[src/rtl/hazard_ctrl_pkg.sv]
// Shared types for the hazard controller and its helpers.
// No logic: typedefs and constants only.
// No flow control.
package hazard_ctrl_pkg;

    localparam int REG_ADDR_W = 5;

    typedef logic [REG_ADDR_W-1:0] reg_addr_t;

    // Operand source select for the E-stage ALU inputs.
    typedef enum logic [1:0] {
        FWD_RF = 2'b00,
        FWD_W  = 2'b01,
        FWD_M  = 2'b10
    } fwd_sel_t;

    // Data-memory handshake tracking.
    typedef enum logic {
        IDLE = 1'b0,
        WAIT = 1'b1
    } mem_state_t;

endpackage

[src/rtl/hazard_ctrl_sat_counter.sv]
// Saturating event counter: counts cycles with inc high, sticks at all-ones.
// Latency: count reflects an event on the edge after it.
// No backpressure; inc is sampled every cycle.
module sat_counter
    import hazard_ctrl_pkg::*;
#(
    parameter int W = 32
) (
    input  logic         clk,
    input  logic         reset,
    input  logic         inc,
    output logic [W-1:0] count
);

    // Increment on each event, holding at the maximum value.
    always_ff @(posedge clk) begin
        if (reset) begin
            count <= '0;
        end else if (inc && (count != '1)) begin
            count <= count + 1'b1;
        end
    end

endmodule

[src/rtl/hazard_ctrl.sv]
// Pipeline hazard control: forwarding, load-use/RAW stalls, branch flushes, memory freeze.
// Latency: stall/flush/forward outputs are combinational; counters and timeout update next edge.
// Backpressure: a pending data-memory access freezes every stage and bubbles W until ready.
module hazard_ctrl
    import hazard_ctrl_pkg::*;
#(
    parameter int REG_ADDR_WIDTH = 5,
    parameter bit FWD_EN         = 1'b1,
    parameter int MEM_TIMEOUT    = 64,
    parameter int CNT_W          = 32
) (
    input  logic                      clk,
    input  logic                      reset,
    input  logic [REG_ADDR_WIDTH-1:0] Rs1D,
    input  logic [REG_ADDR_WIDTH-1:0] Rs2D,
    input  logic [REG_ADDR_WIDTH-1:0] Rs1E,
    input  logic [REG_ADDR_WIDTH-1:0] Rs2E,
    input  logic [REG_ADDR_WIDTH-1:0] RdE,
    input  logic [REG_ADDR_WIDTH-1:0] RdM,
    input  logic [REG_ADDR_WIDTH-1:0] RdW,
    input  logic                      RegWriteE,
    input  logic                      RegWriteM,
    input  logic                      RegWriteW,
    input  logic                      ResultSrcE0,
    input  logic                      PCSrcE,
    input  logic                      MemReqM,
    input  logic                      MemReadyM,
    output logic                      StallF,
    output logic                      StallD,
    output logic                      StallE,
    output logic                      StallM,
    output logic                      FlushD,
    output logic                      FlushE,
    output logic                      FlushW,
    output logic [1:0]                ForwardAE,
    output logic [1:0]                ForwardBE,
    output logic [CNT_W-1:0]          stall_cnt,
    output logic [CNT_W-1:0]          flush_cnt,
    output logic                      mem_timeout
);

    // Wide enough to reach MEM_TIMEOUT; saturates so it never wraps back onto the trigger value.
    localparam int WCW = $clog2(MEM_TIMEOUT + 1) + 1;

    // Register 0 is hardwired to zero, so a write to it never creates a dependence.
    function automatic logic regMatch(input logic [REG_ADDR_WIDTH-1:0] rs,
                                      input logic [REG_ADDR_WIDTH-1:0] rd,
                                      input logic                      we);
        return we && (rd != '0) && (rd == rs);
    endfunction

    fwd_sel_t         fwdA;
    fwd_sel_t         fwdB;
    logic             rawStall;
    logic             memStall;
    logic             branchFlush;
    mem_state_t       state;
    mem_state_t       nextState;
    logic [WCW-1:0]   waitCnt;
    logic [WCW-1:0]   nextWaitCnt;
    logic             timeoutHit;

    assign memStall = MemReqM && !MemReadyM;

    // Operand forwarding select; the younger M result wins over W.
    always_comb begin
        fwdA = FWD_RF;
        fwdB = FWD_RF;
        if (FWD_EN) begin
            if (regMatch(Rs1E, RdM, RegWriteM))      fwdA = FWD_M;
            else if (regMatch(Rs1E, RdW, RegWriteW)) fwdA = FWD_W;
            if (regMatch(Rs2E, RdM, RegWriteM))      fwdB = FWD_M;
            else if (regMatch(Rs2E, RdW, RegWriteW)) fwdB = FWD_W;
        end
    end

    // RAW detection on the D operands; W is covered by the write-before-read regfile.
    always_comb begin
        rawStall = 1'b0;
        if (FWD_EN) begin
            rawStall = ResultSrcE0 &&
                       (regMatch(Rs1D, RdE, RegWriteE) || regMatch(Rs2D, RdE, RegWriteE));
        end else begin
            rawStall = regMatch(Rs1D, RdE, RegWriteE) || regMatch(Rs2D, RdE, RegWriteE) ||
                       regMatch(Rs1D, RdM, RegWriteM) || regMatch(Rs2D, RdM, RegWriteM);
        end
    end

    // Stall/flush arbitration: reset, then memory freeze, then branch, then RAW stall.
    always_comb begin
        StallF      = 1'b0;
        StallD      = 1'b0;
        StallE      = 1'b0;
        StallM      = 1'b0;
        FlushD      = 1'b0;
        FlushE      = 1'b0;
        FlushW      = 1'b0;
        ForwardAE   = fwdA;
        ForwardBE   = fwdB;
        branchFlush = 1'b0;
        if (reset) begin
            FlushD    = 1'b1;
            FlushE    = 1'b1;
            FlushW    = 1'b1;
            ForwardAE = FWD_RF;
            ForwardBE = FWD_RF;
        end else if (memStall) begin
            // E is frozen, so a branch resolved there is acted on in the release cycle.
            StallF = 1'b1;
            StallD = 1'b1;
            StallE = 1'b1;
            StallM = 1'b1;
            FlushW = 1'b1;
        end else if (PCSrcE) begin
            FlushD      = 1'b1;
            FlushE      = 1'b1;
            branchFlush = 1'b1;
        end else if (rawStall) begin
            StallF = 1'b1;
            StallD = 1'b1;
            FlushE = 1'b1;
        end
    end

    // Memory wait FSM next state; waitCnt holds the number of stalled cycles so far.
    always_comb begin
        nextState   = state;
        nextWaitCnt = waitCnt;
        timeoutHit  = 1'b0;
        case (state)
            IDLE: begin
                if (memStall) begin
                    nextState   = WAIT;
                    nextWaitCnt = WCW'(1);
                    timeoutHit  = (MEM_TIMEOUT == 1);
                end else begin
                    nextWaitCnt = '0;
                end
            end
            WAIT: begin
                if (MemReadyM) begin
                    nextState   = IDLE;
                    nextWaitCnt = '0;
                end else begin
                    if (waitCnt != '1) nextWaitCnt = waitCnt + 1'b1;
                    timeoutHit = (MEM_TIMEOUT != 0) && (waitCnt == WCW'(MEM_TIMEOUT - 1));
                end
            end
            default: begin
                nextState   = IDLE;
                nextWaitCnt = '0;
            end
        endcase
    end

    // FSM state, wait counter and sticky timeout flag.
    always_ff @(posedge clk) begin
        if (reset) begin
            state       <= IDLE;
            waitCnt     <= '0;
            mem_timeout <= 1'b0;
        end else begin
            state   <= nextState;
            waitCnt <= nextWaitCnt;
            if (timeoutHit) mem_timeout <= 1'b1;
        end
    end

    sat_counter #(.W(CNT_W)) stallCounter (
        .clk   (clk),
        .reset (reset),
        .inc   (StallF),
        .count (stall_cnt)
    );

    sat_counter #(.W(CNT_W)) flushCounter (
        .clk   (clk),
        .reset (reset),
        .inc   (branchFlush),
        .count (flush_cnt)
    );

endmodule
[config.mk]
export PLATFORM = sky130hd
export DESIGN_NAME = hazard_ctrl
export DESIGN_NICKNAME = d
export VERILOG_FILES = /design/src/rtl/hazard_ctrl_pkg.sv /design/src/rtl/hazard_ctrl_sat_counter.sv /design/src/rtl/hazard_ctrl.sv
export SDC_FILE = /design/constraint.sdc
export NUM_CORES = 1
export LEC_CHECK = 0
export CAP_MARGIN = 20
export CORE_UTILIZATION = 53
export CTS_BUF_LIST = sky130_fd_sc_hd__clkbuf_2
export DETAILED_ROUTE_END_ITERATION = 8
export GPL_TIMING_DRIVEN = 0
export PLACE_DENSITY = 0.95
export SKIP_LAST_GASP = 1
export SLEW_MARGIN = 10
export SYNTH_ARGS = -nofsm -noshare
export SYNTH_HDL_FRONTEND = slang
export SYNTH_SLANG_ARGS = --single-unit
[constraint.sdc]
create_clock -name clk -period 3.6 [get_ports clk]
set_input_delay 0.54 -clock clk [delete_from_list [all_inputs] [get_ports clk]]
set_output_delay 0.54 -clock clk [all_outputs]
set_load 0.05 [all_outputs]
==> run_results.csv <==
group,metric,value,unit
status,status,"complete, no violations",
worst_setup_path,cp-start-kind,"primary input",
clocking,clkTransAtPathRegs,180,ps
logic_synthesis,synthCells,489,
logic_synthesis,synth_top_family_by_area,"simple AND/OR/NAND/NOR gates",
sta,min_period,3490,ps
logic_synthesis,synthAdderAreaFrac,0.00924,
placed_design,dp_hpwl,8540,um
pwr,sw_frac_of_total,0.272,
sta,relSlewSlack,0.438,
clocking,ctsHoldBuffers,0,
grt,antenna_found_initial,0,
drt,first_pass_iters,6,
drt,drc,0,
placed_design,io_buffers,119,
sta,min_period_over_period,0.968,
pwr,combPwrFrac,0.120,
floorplan,ios,120,
logic_synthesis,synth.avg_cell_area,8.30,um^2
floorplan,rows,31,
worst_setup_path,critPathKind,"in -> out",
clocking,cts_made_buffers,9,
floorplan,die_area,0.00801,mm^2
floorplan,coreArea,0.00733,mm^2
flow_run,cap_violations,0,
floorplan,die-width,89.5,um
drt,first_iter_violations,271,
drt,vias_per_cell,5.95,
finish,final_cells,723,
worst_setup_path,end_kind,"primary output",
sta,hold_violations,0,
finish,n_antenna_cell,0,
sta,rsz0062_at_grt,"false",
worst_hold_path,hp-class,"reg -> reg",
sta,fmax,287,MHz
worst_setup_path,cp_max_fo,10,
clocking,clock_latency,520,ps
logic_synthesis,ys_warn_count,0,
sta,finClkSkew,33.7,ps
sta,setup_tns,0,ps
pwr,power.internal,1070,uW
logic_synthesis,synthMuxAreaShare,0.0157,
worst_hold_path,worstHoldStart,"stallCounter.count[14]",
pwr,p_switching,401,uW
logic_synthesis,synth_xor_area_frac,0.132,
logic_synthesis,syn_nets,536,
clocking,cts_htree_levels,3,
drt,avgRoutedWirePerCell,16.0,um
grt,grt_pass1_vias,4117,
finish,final_cell_mix,"clkdlybuf4s50_1, dfxtp_1, nor2_1",
finish,nets,666,
sta,drv_slew,0,
logic_synthesis,yosysUniqueCellTypes,49,
sta,worst_slew_pin_slew,837,ps
logic_synthesis,synth_area,0.00406,mm^2
drt,vias,4305,
pwr,p_leak,0.00176,uW
pwr,power_density,269,mW/mm^2
logic_synthesis,synth-edff-count,0,
placed_design,placed_cells,707,
worst_setup_path,r2r_start,"flushCounter.count[1]",
logic_synthesis,synthArstFlopShare,0,
logic_synthesis,synth_seq_area_share,0.365,
sta,setup_viol,0,
grt,grt_use_total,0.296,
floorplan,floorplan.initialDensity,0.554,
finish,num-fill-cells,504,
pwr,peakVddDrop,182,uV
grt,grt_pass1_wl,18400,um
pwr,seqPwrFrac,0.562,
grt,grt_max_degree,13,
logic_synthesis,synth_seq_cells,74,
worst_setup_path,crit_start,"reset",
worst_setup_path,arrival,2950,ps
logic_synthesis,synth_compound_area_frac,0.118,
floorplan,die_y,89.5,um
finish,area_growth,34.9,%
logic_synthesis,synth_ff_type,"dfxtp_1",
clocking,cts_root_buffer,"clkbuf_2",
clocking,cts_buffer_depth,2,
grt,globalRouteOverflowTotal,0,
drt,drt_wl_total,11500,um
drt,antenna_left,0,
clocking,cts_sinks,74,
finish,layout-drive-gt1-share,0.0625,
logic_synthesis,yosys.area_share.simple,0.329,
placed_design,place_congestion,0.857,
clocking,cts_tree,"done",
pwr,pwr-share-clk,0.318,
finish,final_common_cell,"clkdlybuf4s50_1",
worst_setup_path,worstPathRequired,3060,ps
==> per-stage QoR <==
step	hold slack, ps	total power (uW)	setup WS (ps)	util	instance area (um^2)
finish	518	1470	114	0.747	5480
global route	545	1520	17.1	0.747	5480
CTS	517	1470	76.7	0.748	5480
detailed placement	488	1020	-209	0.733	5380
global placement	463	1010	-134	0.733	5380
floorplan	473	928	50.2	-	4060
==> routing by layer <==
layer	vias to the layer above	part of all wire	GRT usage
met1	1994	0.39	0.332
met5	-	0	0
li1	2050	-	-
met2	225	0.50	0.538
met3	36	0.077	0.0646
met4	0	0.027	0.128
==> power groups by stage <==
stage / clock [uW] / combinational (uW) / sequential (uW)
floorplan: 0 / 80.8 / 848
global placement: 0 / 170 / 843
detailed placement: 0 / 176 / 843
CTS: 463 / 177 / 827
global route: 500 / 188 / 828
finish: 468 / 177 / 827
==> synth_stat cells, types with 2 or more instances <==
master / n / area share
o21ai_0: 23 / 0.028
or3_1: 17 / 0.026
and3_1: 12 / 0.018
or2_2: 3 / 0.0046
nand4_1: 19 / 0.029
mux2i_1: 3 / 0.0074
nand2_1: 29 / 0.027
nor3_1: 8 / 0.0099
dfxtp_1: 74 / 0.36
or4_1: 19 / 0.035
nor4_1: 12 / 0.018
nand2b_1: 2 / 0.0031
xor2_1: 27 / 0.058
nor2b_1: 6 / 0.0092
mux2_2: 2 / 0.0055
xnor2_1: 34 / 0.073
nand3_1: 34 / 0.042
nor2_1: 48 / 0.044
and2_1: 2 / 0.0031
ha_1: 3 / 0.0092
inv_1: 8 / 0.0074
nor4b_1: 3 / 0.0065
buf_2: 2 / 0.0025
and4_1: 8 / 0.017
o31ai_1: 15 / 0.028
nand4b_1: 2 / 0.0043
a21oi_1: 34 / 0.042
buf_4: 4 / 0.0074
clkbuf_1: 15 / 0.014
nor3b_1: 2 / 0.0037
==> flip-flops by register name, indices dropped and copies added, names as in the netlist <==
signal	count
mem_timeout	1
stallCounter.count	32
flushCounter.count	32
state	1
waitCnt	8
==> final cells by class <==
| type | instances | area (um^2) | share of cell area |
|---|---|---|---|
| clock inverter | 5 | 55.1 | 0.0100 |
| buffer | 21 | 98.8 | 0.0180 |
| timing repair buffer | 119 | 1180 | 0.216 |
| clock buffer | 11 | 55.1 | 0.0100 |
| tap | 99 | 124 | 0.0226 |
| inverter | 8 | 30.0 | 0.00548 |
| multi-input combinational | 386 | 2450 | 0.448 |
| sequential | 74 | 1480 | 0.270 |
==> cells by family (layout without fill, tap and decap cells) <==
group           Yosys count  in the layout
mux                       6              6
fa+ha+maj                 3              3
simple gates            236            236
flops                    74             74
xor+xnor                 61             61
buf+inv                  29            164
compound gates           80             80
==> critical path, stage by stage <==
cell and delay, ps:
clkdlybuf4s50_1 650, clkbuf_1 450, clkbuf_2 330, nand2b_1 160
clkdlybuf4s50_1 810
==> final timing paths <==
kind                                  to  slack (ps)  depth (start not counted)
hold reg to reg   stallCounter.count[14]         520                          2
setup reg to reg  flushCounter.count[21]         910                          8
setup / recovery                  FlushW         110                          5
hold / removal    stallCounter.count[14]         520                          2
==> timing repair <==
action,in CTS,in global routing
endpoints found under the hold margin,0,0
buffers inserted,0,0
gates resized for setup,5,5
endpoints found under the setup margin,5,2
Power figures use the tool's default switching activity.
